File: src/rtl/trsq8_irq_pkg.sv
// Shared types and helpers for the TRSQ8 interrupt controller.
// Optional edge-triggered request capture is selected with TRSQ8_IRQ_EDGE_EN.
package trsq8_irq_pkg;

    localparam int NUM_SRC_MAX = 16;

    typedef enum logic [1:0] {
        IDLE    = 2'd0,
        REQ     = 2'd1,
        SERVICE = 2'd2
    } irq_state_t;

    // Ceiling log2, used at elaboration to size the vector.
    function automatic int clog2(input int n);
        int r;
        r = 32'sd0;
        while ((32'sd1 << r) < n) begin
            r = r + 32'sd1;
        end
        return r;
    endfunction

endpackage

File: src/rtl/trsq8_irq_ctrl_if.sv
// Bus between request sources / TRSQ8 core (master) and the interrupt controller (slave).
interface trsq8_irq_ctrl_if #(
    parameter int NUM_SRC = 8
);
    import trsq8_irq_pkg::*;

    localparam int VEC_W = clog2(NUM_SRC);

    logic [NUM_SRC-1:0] src;
    logic               ien_we;
    logic [NUM_SRC-1:0] ien_wdata;
    logic [NUM_SRC-1:0] ien;
    logic [NUM_SRC-1:0] pending;
    logic               irq;
    logic [VEC_W-1:0]   irq_vec;
    logic               irq_ack;
    logic               irq_eoi;
    logic               busy;

    modport master (
        output src, ien_we, ien_wdata, irq_ack, irq_eoi,
        input  ien, pending, irq, irq_vec, busy
    );

    modport slave (
        input  src, ien_we, ien_wdata, irq_ack, irq_eoi,
        output ien, pending, irq, irq_vec, busy
    );

endinterface

File: src/rtl/trsq8_irq_prio_enc.sv
// Combinational fixed-priority encoder: the lowest set index wins.
module trsq8_irq_prio_enc
    import trsq8_irq_pkg::*;
#(
    parameter  int NUM_SRC = 8,
    localparam int VEC_W   = clog2(NUM_SRC)
) (
    input  logic [NUM_SRC-1:0] req,
    output logic [VEC_W-1:0]   vec,
    output logic               any
);

    // Scan from the top down so the lowest active index is the last one written.
    always_comb begin
        vec = {VEC_W{1'b0}};
        for (int i = NUM_SRC - 1; i >= 0; i--) begin
            vec = req[i] ? VEC_W'(i) : vec;
        end
    end

    assign any = |req;

endmodule

File: src/rtl/trsq8_irq_ctrl.sv
// TRSQ8 interrupt controller: pending/enable registers, priority select, ack/eoi handshake.
// Define TRSQ8_IRQ_EDGE_EN for sticky rising-edge capture instead of level-following pending.
module trsq8_irq_ctrl
    import trsq8_irq_pkg::*;
#(
    parameter int NUM_SRC = 8
) (
    input  logic           clk,
    input  logic           reset,
    trsq8_irq_ctrl_if.slave bus
);

    localparam int VEC_W = clog2(NUM_SRC);

    irq_state_t         state_q, state_d;
    logic [NUM_SRC-1:0] pending_q, pending_d;
    logic [NUM_SRC-1:0] ien_q, ien_d;
    logic               irq_q, irq_d;
    logic [VEC_W-1:0]   irq_vec_q, irq_vec_d;
    logic               busy_q, busy_d;

    logic [NUM_SRC-1:0] req_s;
    logic [VEC_W-1:0]   enc_vec_s;
    logic               enc_any_s;

    assign req_s = pending_q & ien_q;

    trsq8_irq_prio_enc #(
        .NUM_SRC (NUM_SRC)
    ) u_prio_enc (
        .req (req_s),
        .vec (enc_vec_s),
        .any (enc_any_s)
    );

    // Enable register write-through.
    always_comb begin
        ien_d = ien_q;
        if (bus.ien_we) begin
            ien_d = bus.ien_wdata;
        end else begin
            ien_d = ien_q;
        end
    end

`ifdef TRSQ8_IRQ_EDGE_EN
    logic [NUM_SRC-1:0] src_q;
    logic [NUM_SRC-1:0] pend_clr_s;

    // Ack retires the frozen vector; a same-cycle rising edge still lands because set wins.
    always_comb begin
        pend_clr_s = {NUM_SRC{1'b0}};
        if ((state_q == REQ) && bus.irq_ack) begin
            pend_clr_s = {{(NUM_SRC-1){1'b0}}, 1'b1} << irq_vec_q;
        end else begin
            pend_clr_s = {NUM_SRC{1'b0}};
        end
        pending_d = (pending_q & ~pend_clr_s) | (bus.src & ~src_q);
    end

    // Previous-cycle copy of the request lines for edge detection.
    always_ff @(posedge clk) begin
        if (reset) begin
            src_q <= {NUM_SRC{1'b0}};
        end else begin
            src_q <= bus.src;
        end
    end
`else
    // Level mode: pending simply mirrors the request lines one cycle late.
    always_comb begin
        pending_d = bus.src;
    end
`endif

    // Handshake FSM: IDLE raises irq, REQ tracks priority until ack, SERVICE waits for eoi.
    always_comb begin
        state_d   = state_q;
        irq_d     = irq_q;
        irq_vec_d = irq_vec_q;
        busy_d    = busy_q;
        case (state_q)
            IDLE: begin
                busy_d = 1'b0;
                if (enc_any_s) begin
                    state_d   = REQ;
                    irq_d     = 1'b1;
                    irq_vec_d = enc_vec_s;
                end else begin
                    irq_d     = 1'b0;
                end
            end
            REQ: begin
                if (bus.irq_ack) begin
                    state_d = SERVICE;
                    irq_d   = 1'b0;
                    busy_d  = 1'b1;
                end else if (!enc_any_s) begin
                    state_d = IDLE;
                    irq_d   = 1'b0;
                end else begin
                    irq_d     = 1'b1;
                    irq_vec_d = enc_vec_s;
                end
            end
            SERVICE: begin
                irq_d = 1'b0;
                if (bus.irq_eoi) begin
                    state_d = IDLE;
                    busy_d  = 1'b0;
                end else begin
                    busy_d  = 1'b1;
                end
            end
            default: begin
                state_d   = IDLE;
                irq_d     = 1'b0;
                irq_vec_d = {VEC_W{1'b0}};
                busy_d    = 1'b0;
            end
        endcase
    end

    // State and output registers.
    always_ff @(posedge clk) begin
        if (reset) begin
            state_q   <= IDLE;
            pending_q <= {NUM_SRC{1'b0}};
            ien_q     <= {NUM_SRC{1'b0}};
            irq_q     <= 1'b0;
            irq_vec_q <= {VEC_W{1'b0}};
            busy_q    <= 1'b0;
        end else begin
            state_q   <= state_d;
            pending_q <= pending_d;
            ien_q     <= ien_d;
            irq_q     <= irq_d;
            irq_vec_q <= irq_vec_d;
            busy_q    <= busy_d;
        end
    end

    assign bus.ien     = ien_q;
    assign bus.pending = pending_q;
    assign bus.irq     = irq_q;
    assign bus.irq_vec = irq_vec_q;
    assign bus.busy    = busy_q;

endmodule

File: src/flat_wrapper.sv
// flat-port wrapper written by rule: the top's interface ports become plain ports
module trsq8_irq_ctrl_flat import trsq8_irq_pkg::*;
#(
    parameter int NUM_SRC = 8
)
  (clk, reset, bus_src, bus_ien_we, bus_ien_wdata, bus_irq_ack, bus_irq_eoi, bus_ien, bus_pending, bus_irq, bus_irq_vec, bus_busy);
  trsq8_irq_ctrl_if #(.NUM_SRC(NUM_SRC)) bus_i ();
  input  logic clk;
  input  logic reset;
  input wire logic [$bits(bus_i.src)-1:0] bus_src;
  input wire logic [$bits(bus_i.ien_we)-1:0] bus_ien_we;
  input wire logic [$bits(bus_i.ien_wdata)-1:0] bus_ien_wdata;
  input wire logic [$bits(bus_i.irq_ack)-1:0] bus_irq_ack;
  input wire logic [$bits(bus_i.irq_eoi)-1:0] bus_irq_eoi;
  output wire logic [$bits(bus_i.ien)-1:0] bus_ien;
  output wire logic [$bits(bus_i.pending)-1:0] bus_pending;
  output wire logic [$bits(bus_i.irq)-1:0] bus_irq;
  output wire logic [$bits(bus_i.irq_vec)-1:0] bus_irq_vec;
  output wire logic [$bits(bus_i.busy)-1:0] bus_busy;
  assign bus_i.src = bus_src;
  assign bus_i.ien_we = bus_ien_we;
  assign bus_i.ien_wdata = bus_ien_wdata;
  assign bus_i.irq_ack = bus_irq_ack;
  assign bus_i.irq_eoi = bus_irq_eoi;
  assign bus_ien = bus_i.ien;
  assign bus_pending = bus_i.pending;
  assign bus_irq = bus_i.irq;
  assign bus_irq_vec = bus_i.irq_vec;
  assign bus_busy = bus_i.busy;
  trsq8_irq_ctrl #(.NUM_SRC(NUM_SRC)) u_core (.clk(clk), .reset(reset), .bus(bus_i));
endmodule
File: config.mk
export PLATFORM = sky130hd
export DESIGN_NAME = trsq8_irq_ctrl_flat
export DESIGN_NICKNAME = d
export VERILOG_FILES = /design/src/rtl/trsq8_irq_pkg.sv /design/src/rtl/trsq8_irq_ctrl_if.sv /design/src/rtl/trsq8_irq_prio_enc.sv /design/src/rtl/trsq8_irq_ctrl.sv /design/src/flat_wrapper.sv
export SDC_FILE = /design/constraint.sdc
export NUM_CORES = 1
export LEC_CHECK = 0
export BUFFER_PORTS_ARGS = -buffer_cell sky130_fd_sc_hd__buf_4
export CORE_MARGIN = 3
export CORE_UTILIZATION = 42
export CTS_CLUSTER_DIAMETER = 60
export DETAILED_ROUTE_END_ITERATION = 8
export HOLD_SLACK_MARGIN = 0.06
export PLACE_DENSITY = 0.74
export SETUP_SLACK_MARGIN = 0.2
export SYNTH_ARGS = -nofsm -noshare
export SYNTH_HDL_FRONTEND = slang
export SYNTH_HIERARCHICAL = 1
export SYNTH_SLANG_ARGS = --single-unit
File: constraint.sdc
create_clock -name clk -period 1.48 [get_ports clk]
set_input_delay 0.296 -clock clk [delete_from_list [all_inputs] [get_ports clk]]
set_output_delay 0.296 -clock clk [all_outputs]
set_load 0.03 [all_outputs]
==> results of run 1 <==
-- report_power, final --
group          switching [W]  internal [W]
combinational       0.000282      0.000258
clock               0.000187      0.000101
sequential         0.0000361      0.000672
-- critical path: cells and delay by family, from the launching register on --
kind	cells	cell delay [ns]
mux	1	0.32
simple gates	4	0.74
compound gates	1	0.07
flops	1	0.34
-- registers in the layout, indices dropped and copies added (netlist names) --
register,cells
u_core/bus.irq,1
u_core/bus.pending,8
u_core/bus.busy,1
u_core/bus.ien,8
u_core/bus.irq_vec,3
u_core/state_q,2
-- path summary, 6_finish.rpt --
| path | endpoint |
|---|---|
| hold / removal | u_core/bus.pending[7] |
| hold reg to reg | u_core/bus.irq_vec[1] |
| setup / recovery | u_core/bus.irq_vec[0] |
| setup reg to reg | u_core/bus.irq_vec[0] |
-- synthesized netlist by cell type --
library cell | count | share of area, %
nor3b_1 | 2 | 1.5
or2b_1 | 2 | 1.5
dfxtp_1 | 23 | 45
nor4_2 | 1 | 1.2
a22oi_1 | 1 | 0.73
o32ai_1 | 1 | 0.85
mux2_4 | 1 | 1.5
nand4_1 | 3 | 1.8
o22ai_1 | 1 | 0.61
ha_1 | 4 | 4.8
and3b_1 | 1 | 0.85
nor2_1 | 11 | 4.0
o21bai_1 | 1 | 0.73
nand3b_1 | 2 | 1.5
a21oi_1 | 5 | 2.4
o41ai_1 | 1 | 0.85
o21ai_0 | 5 | 2.4
nand3_1 | 1 | 0.48
and2_1 | 9 | 5.5
mux2i_1 | 10 | 9.7
or2_2 | 1 | 0.61
nor2b_1 | 9 | 5.5
nand2_1 | 1 | 0.36
clkbuf_1 | 1 | 0.36
nand2b_1 | 2 | 1.2
o221a_2 | 1 | 1.1
buf_2 | 2 | 0.97
a21boi_0 | 1 | 0.73
inv_1 | 5 | 1.8
-- metrics by stage --
stage / power (W) / instance area, um2
floorplan: 0.00105 / 1050
global placement: 0.00121 / 1430
detailed placement: 0.00123 / 1430
CTS: 0.00153 / 1480
global route: 0.00162 / 1490
finish: 0.00154 / 1490
-- layer usage --
| metal | track usage (%) | share of wire [%] | routed length (um) | vias to the layer above |
|---|---|---|---|---|
| li1 | - | - | - | 468 |
| met1 | 17.8 | 41 | 978 | 414 |
| met2 | 28.2 | 52 | 1240 | 27 |
| met3 | 3.71 | 5.7 | 138 | 4 |
| met4 | 7.99 | 1.8 | 44 | 0 |
| met5 | 0 | 0 | 0 | - |
-- area by class of cell --
class,instances,share of cell area (%)
clock buffer,3,1.51
multi-input combinational,77,38.7
timing repair buffer,48,24.2
tap,28,2.35
clock inverter,1,0.336
inverter,5,1.26
sequential,23,31.7
-- logic make-up (layout without fill, tap and decap cells) --
family | Yosys count | count (layout) | share of synthesized area, %
AND/OR/NAND/NOR | 45 | 45 | 25.8
flip-flops | 23 | 23 | 44.6
AO/OA/AOI/OAI | 17 | 17 | 10.4
multiplexers | 11 | 11 | 11.2
buffers and inverters | 8 | 57 | 3.15
adder cells (fa/ha/maj) | 4 | 4 | 4.85
-- repair_timing --
| item | in CTS | in global routing |
|---|---|---|
| endpoints found under the setup margin | 6 | 7 |
| resized for setup | 4 | 4 |
| cloned | 0 | 0 |
| hold buffers | 0 | 0 |
| pin swaps | 8 | 3 |
==> impl_metrics.yaml, run 1 <==
finish:
  syn2layout_area_growth_pct: 44.5
  layout_common_cells: "48 x buf_4, 15 x dfxtp_1, 11 x nor2_1"
  seq_area_um2: 473
  layout.nets: 183
  final_cells: 185
  finalCoreUtilization_pct: 65.5
  nFillCells: 186
  multiInputGateArea_um2: 577
  layout_commonest_cell: "buf_4"
  n_antenna_cell: 0
  drive_above_1_share_pct: 44.6
placement:
  dpl.hpwl_um: 1920
  port_buffers: 41
  pre_cts_slack_ns: -0.176
  dp.cells: 181
  place_congestion: 0.792
sta:
  hold_viol: 0
  clock_skew_ns: 0.000584
  setup_slack_ns: -0.112
  worst_pin_slew_ns: 0.337
  maxSlewViolCount: 0
  setup_tns_ns: -0.419
  hold_ws_ns: 0.191
  fin_crit_sh_pct: 108
  slew_headroom_pct: 77.2
  fin_crit_ns: 1.59
  max_freq_mhz: 628
  setup_viol: 5
  rsz0062_at_grt: "true"
worst_hold_path:
  hold_start: "bus_src[7]"
  min_delay_path_depth: 2
  hp-class: "in -> reg"
clock_tree:
  clockBufferDepth: 2
  cts.sinks: 23
  cts_buffers: 3
  cts_tree: "yes"
  path_clk_slew_ns: 0.12
  cts-root-buf: "clkbuf_4"
  h-tree-depth: 1
  clkLatencyLatePin_ns: 0.31
  cts_setup_buffers: 0
floorplan:
  io_pins: 42
  fp.dieW_um: 55.6
  core_um2: 2280
  dieArea_um2: 3090
  die_y_um: 55.6
  row_count: 17
  initial_core_util_pct: 45.4
grt:
  grt_overflow_total: 0
  grtUsageTotal_pct: 16.0
  grt_first_pass_wirelength_um: 3990
  grt_pass1_vias: 913
  antenna_found_initial: 0
  grt_max_degree: 26
synthesis:
  yosysWarnings: 6
  syn-num-nets: 133
  avgSynthCellArea_um2: 9.56
  netlist_instances: 108
  ys_ff_latch: 23
  syn_area_um2: 1030
  ys_types: 29
  ys_seq_area_share_pct: 44.6
run:
  cap_viol_max_count: 0
drt:
  drt-initial-drc-count: 13
  routed_wl_um: 2410
  vias_per_cell: 4.94
  routedWlPerCell_um: 13.0
  ant_nets: 0
  vias: 913
  drcViolationCount: 0
  drt-pass1-iter-count: 3
setup_path:
  cp_data_required_time_ns: 1.68
  critPathLaunchType: "flop"
  ff2ff_setup_slack_ns: -0.11
  endpoint_kind: "flop"
  criticalPathCategory: "reg -> reg"
  critPathLaunch: "u_core/bus.pending[7]"
  reg2reg_depth: 6
  critical_path.slowest_cell: "dfxtp_2"
  cpPeakStageDelay_ns: 0.34
  arrival_ns: 1.80
  crit_fanout: 6
  timing.rr.start: "u_core/bus.pending[7]"
  crit_chain: "and2_4 -> nor4_4 -> nand3_2 -> mux2_4 -> nand4_1 -> a21oi_1"
status:
  status: "finished with violations"
  violations: "negative setup slack"
power_and_ir_drop:
  leakage_nw: 0.693
  p_per_area_nw_per_um2: 1030
  vdd_drop_max_mv: 0.772
Power figures use the tool's default switching activity.
==> run 2: changes to the inputs <==
CORE_UTILIZATION = 41   (was 42)
PLACE_DENSITY = 0.73   (was 0.74)
SYNTH_HIERARCHICAL = default   (was 1)
==> impl_metrics.yaml, run 2 <==
setup_path:
  crit_fanout: 5
  crit_chain: "a222oi_1 -> and4_4 -> nor2_2 -> o311ai_2 -> o41ai_1"
  critPathLaunchType: "flop"
  criticalPathCategory: "reg -> reg"
  endpoint_kind: "flop"
  critPathBufInv: 0
  cp_data_required_time_ns: 1.68
  arrival_ns: 1.78
  cp_top_family: "compound AO/OA/AOI/OAI gates"
  critical_path.slowest_cell: "a222oi_1"
  cpPeakStageDelay_ns: 0.41
  ff2ff_setup_slack_ns: -0.1
synthesis:
  ys_seq_area_share_pct: 47.3
  yosysTopAreaCell: "dfxtp_1"
  avgSynthCellArea_um2: 9.54
  ys.flop_type: "dfxtp_1"
  synth_top_area_share_pct: 47.3
  netlist_instances: 102
  syn-num-nets: 126
  ys_top_cells_by_area: "dfxtp_1 47%, mux2i_1 11%, nor2b_1 5.8%"
  ys_top_cells_by_count: "23 x dfxtp_1, 13 x nand2_1, 12 x nor2_1"
  syn_area_um2: 973
  synth-edff-count: 0
  ys_types: 27
  ys_ff_latch: 23
  async_flop_share_pct: 0
  yosysWarnings: 0
  yosysMostFrequentCell: "dfxtp_1"
clock_tree:
  h-tree-depth: 1
  clkLatencyLatePin_ns: 0.31
  path_clk_slew_ns: 0.13
  cts_buffers: 3
  clockBufferDepth: 2
  cts_hold_buf: 0
  cts_tree: "yes"
  cts.sinks: 23
  cts-root-buf: "clkbuf_4"
finish:
  final_cells: 182
  n_antenna_cell: 0
  layout_common_cells: "49 x buf_4, 12 x nor2_1, 12 x nand2_1"
  nFillCells: 188
  design_area_um2: 1460
  drive_above_1_share_pct: 51.9
  syn2layout_area_growth_pct: 50.1
  layout_commonest_cell: "buf_4"
  layout.nets: 179
power_and_ir_drop:
  leakage_nw: 0.698
  total_power_w: 0.00134
  p_per_area_nw_per_um2: 918
  vdd_drop_max_mv: 0.605
drt:
  drt-initial-drc-count: 22
  routedWlPerCell_um: 13.1
  vias_per_cell: 4.99
  vias: 908
  drt-pass1-iter-count: 4
  routed_wl_um: 2380
  ant_nets: 0
  drcViolationCount: 0
grt:
  antenna_found_initial: 0
  grt_max_degree: 23
  grtUsageMet3_pct: 5.45
  grt_overflow_total: 0
  grt_pass1_vias: 834
  use_met1_pct: 17.7
  grtUsageTotal_pct: 17.0
  grt_util_met2_pct: 30.1
  grt-busiest-layer: "met2"
  grt_first_pass_wirelength_um: 3520
placement:
  dpl.hpwl_um: 1820
  dp.cells: 175
  place_area_um2: 1370
  place_congestion: 0.756
  port_buffers: 41
  pre_cts_slack_ns: -0.0980
sta:
  slew_headroom_pct: 73.3
  setup_viol: 5
  hold_viol: 0
  fin_crit_ns: 1.58
  worst_pin_slew_ns: 0.401
  setup_tns_ns: -0.272
  maxSlewViolCount: 0
  clock_skew_ns: 0.00569
  fin_crit_sh_pct: 107
  max_freq_mhz: 634
  rsz0062_at_grt: "true"
  setup_slack_ns: -0.0981
floorplan:
  initial_core_util_pct: 43.6
  dieArea_um2: 2990
  core_um2: 2230
  fp.dieW_um: 54.7
  row_count: 17
  io_pins: 42
  die_y_um: 54.7
status:
  violations: "negative setup slack"
  status: "finished with violations"
worst_hold_path:
  hp-class: "in -> reg"
run:
  cap_viol_max_count: 0
## run 2: per-layer routing
| metal | wire length, um | up-vias | share of wire (%) |
|---|---|---|---|
| met2 | 1230 | 31 | 52 |
| li1 | - | 457 | - |
| met3 | 187 | 4 | 7.9 |
| met1 | 926 | 416 | 39 |
| met5 | 0 | - | 0 |
| met4 | 36 | 0 | 1.5 |
## run 2: path summary, 6_finish.rpt
kind                          from                     to  depth (start not counted)
min                     bus_src[4]  u_core.bus.pending[4]                          2
max reg2reg      u_core.bus.ien[3]      u_core.state_q[1]                          5
min reg2reg  u_core.bus.irq_vec[1]  u_core.bus.irq_vec[1]                          2
max              u_core.bus.ien[3]      u_core.state_q[1]                          5
## run 2: kinds of logic after synthesis
family / synth area share (%)
muxes: 12.5
buffers and inverters: 2.70
AOI/OAI and AO/OA: 11.4
DFF: 47.3
adders and majority gates: 3.86
and+or+nand+nor: 22.2
## run 2: power breakdown
group          switching [W]  internal (W)
Sequential         0.0000276      0.000660
Clock               0.000187      0.000101
Combinational       0.000189      0.000178
Total               0.000403      0.000939
## run 2: timing repair
action / 4_1_cts / 5_1_grt
setup endpoints to repair: 7 / 9
pin swaps: 2 / 0
resized for setup: 6 / 7
setup buffers: 2 / 1
## run 2: layout make-up
class	instances	area, um2	area share (%)
Tap cell	28	35.0	2.40
Inverter	4	15.0	1.03
Clock buffer	3	22.5	1.54
Multi-Input combinational cell	72	512	35.0
Clock inverter	1	5.00	0.342
Timing Repair Buffer	51	390	26.7
Sequential cell	23	482	33.0
## run 2: metrics by stage
step,hold slack [ns],util (%)
2_1_floorplan,0.397,-
6_report,0.183,65.4
4_1_cts,0.175,63.8
3_5_place_dp,0.456,61.5
5_1_grt,0.162,65.4
3_3_place_gp,0.450,61.5
==> run 3: changes to the inputs <==
CORE_UTILIZATION = 43   (was 41)
CTS_BUF_LIST = sky130_fd_sc_hd__clkbuf_8   (was default)
PLACE_DENSITY = 0.76   (was 0.73)
==> impl_metrics.yaml, run 3 (synthesized netlist as in run 2, its figures left out) <==
finish:
  n_antenna_cell: 0
  layout.nets: 176
  syn2layout_area_growth_pct: 49.4
  drive_above_1_share_pct: 49.7
  layout_common_cells: "47 x buf_4, 13 x nand2_1, 12 x nor2_1"
  layout_commonest_cell: "buf_4"
  finalCoreUtilization_pct: 71.2
grt:
  grt_max_degree: 23
  antenna_found_initial: 0
  grt_pass1_vias: 836
  grt_overflow_total: 0
  grt_first_pass_wirelength_um: 3390
  grtUsageTotal_pct: 16.3
sta:
  clock_skew_ns: 0.00447
  slew_headroom_pct: 75.1
  setup_slack_ns: -0.0501
  fin_crit_sh_pct: 103
  setup_viol: 4
  max_freq_mhz: 654
  hold_viol: 0
  rsz0062_at_grt: "true"
  setup_tns_ns: -0.0680
  maxSlewViolCount: 0
  fin_crit_ns: 1.53
  worst_pin_slew_ns: 0.373
setup_path:
  criticalPathCategory: "reg -> reg"
  crit_fanout: 5
  arrival_ns: 1.67
  timing.rr.start: "u_core.bus.ien[3]"
  critical_path.slowest_cell: "a222oi_1"
  crit_chain: "a222oi_1 -> and4_4 -> nor2_2 -> o311ai_2 -> o41ai_1"
  cpPeakStageDelay_ns: 0.38
  critPathLaunch: "u_core.bus.ien[3]"
  endpoint_kind: "flop"
  cp_data_required_time_ns: 1.62
  critPathLaunchType: "flop"
clock_tree:
  cts_buffers: 3
  path_clk_slew_ns: 0.08
  clockBufferDepth: 2
  cts-root-buf: "clkbuf_8"
  cts_hold_buf: 0
  h-tree-depth: 1
  cts_tree: "yes"
  clkLatencyLatePin_ns: 0.26
  cts.sinks: 23
status:
  status: "finished with violations"
  violations: "negative setup slack"
power_and_ir_drop:
  vdd_drop_max_mv: 0.701
  p_per_area_nw_per_um2: 976
  leakage_nw: 0.688
floorplan:
  row_count: 16
  dieArea_um2: 2870
  io_pins: 42
  core_um2: 2040
  die_y_um: 53.6
  initial_core_util_pct: 47.7
  fp.dieW_um: 53.6
drt:
  drcViolationCount: 0
  drt-initial-drc-count: 13
  routed_wl_um: 2220
  vias_per_cell: 4.97
  routedWlPerCell_um: 12.5
  drt-pass1-iter-count: 4
  vias: 885
  ant_nets: 0
worst_hold_path:
  hp-class: "in -> reg"
  hold_start: "bus_src[6]"
placement:
  dpl.hpwl_um: 1700
  port_buffers: 41
  place_congestion: 0.758
run:
  cap_viol_max_count: 0
==> run 3: worst paths after layout <==
path | to | slack, ns | depth (start not counted)
min reg2reg | u_core.bus.irq_vec[0] | 0.47 | 2
max | u_core.state_q[1] | -0.05 | 5
max reg2reg | u_core.state_q[1] | -0.05 | 5
min | u_core.bus.pending[6] | 0.24 | 2
==> run 3: final cells by class <==
class / instances / area [um2]
fill: 169 / 588
multi-input combinational: 72 / 514
clock inverter: 1 / 3.75
sequential: 23 / 482
tap: 27 / 33.8
clock buffer: 3 / 41.3
inverter: 4 / 15.0
timing repair buffer: 48 / 364
==> run 3: power by group <==
group          leakage, nW  switching [W]  total, W  internal (W)
clock               0.0269       0.000184  0.000369      0.000185
sequential           0.194      0.0000318  0.000692      0.000660
combinational        0.466       0.000181  0.000358      0.000177
total                0.688       0.000397   0.00142       0.00102
==> run 3: worst max-delay path: cells and delay by family, from the launching register on <==
family | cells | cell delay, ns
simple gates | 2 | 0.37
flops | 1 | 0.34
compound gates | 3 | 0.70
==> run 3: through the flow <==
| step | hold WS [ns] | area [um2] | instances | power [W] | setup WS, ns |
|---|---|---|---|---|---|
| detailed placement | 0.456 | 1360 | 172 | 0.00103 | -0.0612 |
| floorplan | 0.397 | 990 | 102 | 0.000896 | -0.0238 |
| global route | 0.242 | 1450 | 178 | 0.00149 | -0.0848 |
| CTS | 0.243 | 1410 | 177 | 0.00140 | -0.0383 |
| finish | 0.244 | 1450 | 178 | 0.00142 | -0.0501 |
| global placement | 0.448 | 1360 | 172 | 0.00102 | -0.0402 |
==> run 3: layer usage <==
layer	GRT usage, %	vias up	share of wire [%]
li1	-	453	-
met1	19.8	395	43
met2	28.2	35	49
met3	3.05	2	7.5
met4	6.38	0	0.32
met5	0	-	0
==> run 3: what timing repair did <==
item,in CTS,in global routing
buffers inserted,1,1
resized for setup,1,9
endpoints found under the setup margin,6,7
gates cloned,0,0
pin swaps,2,0
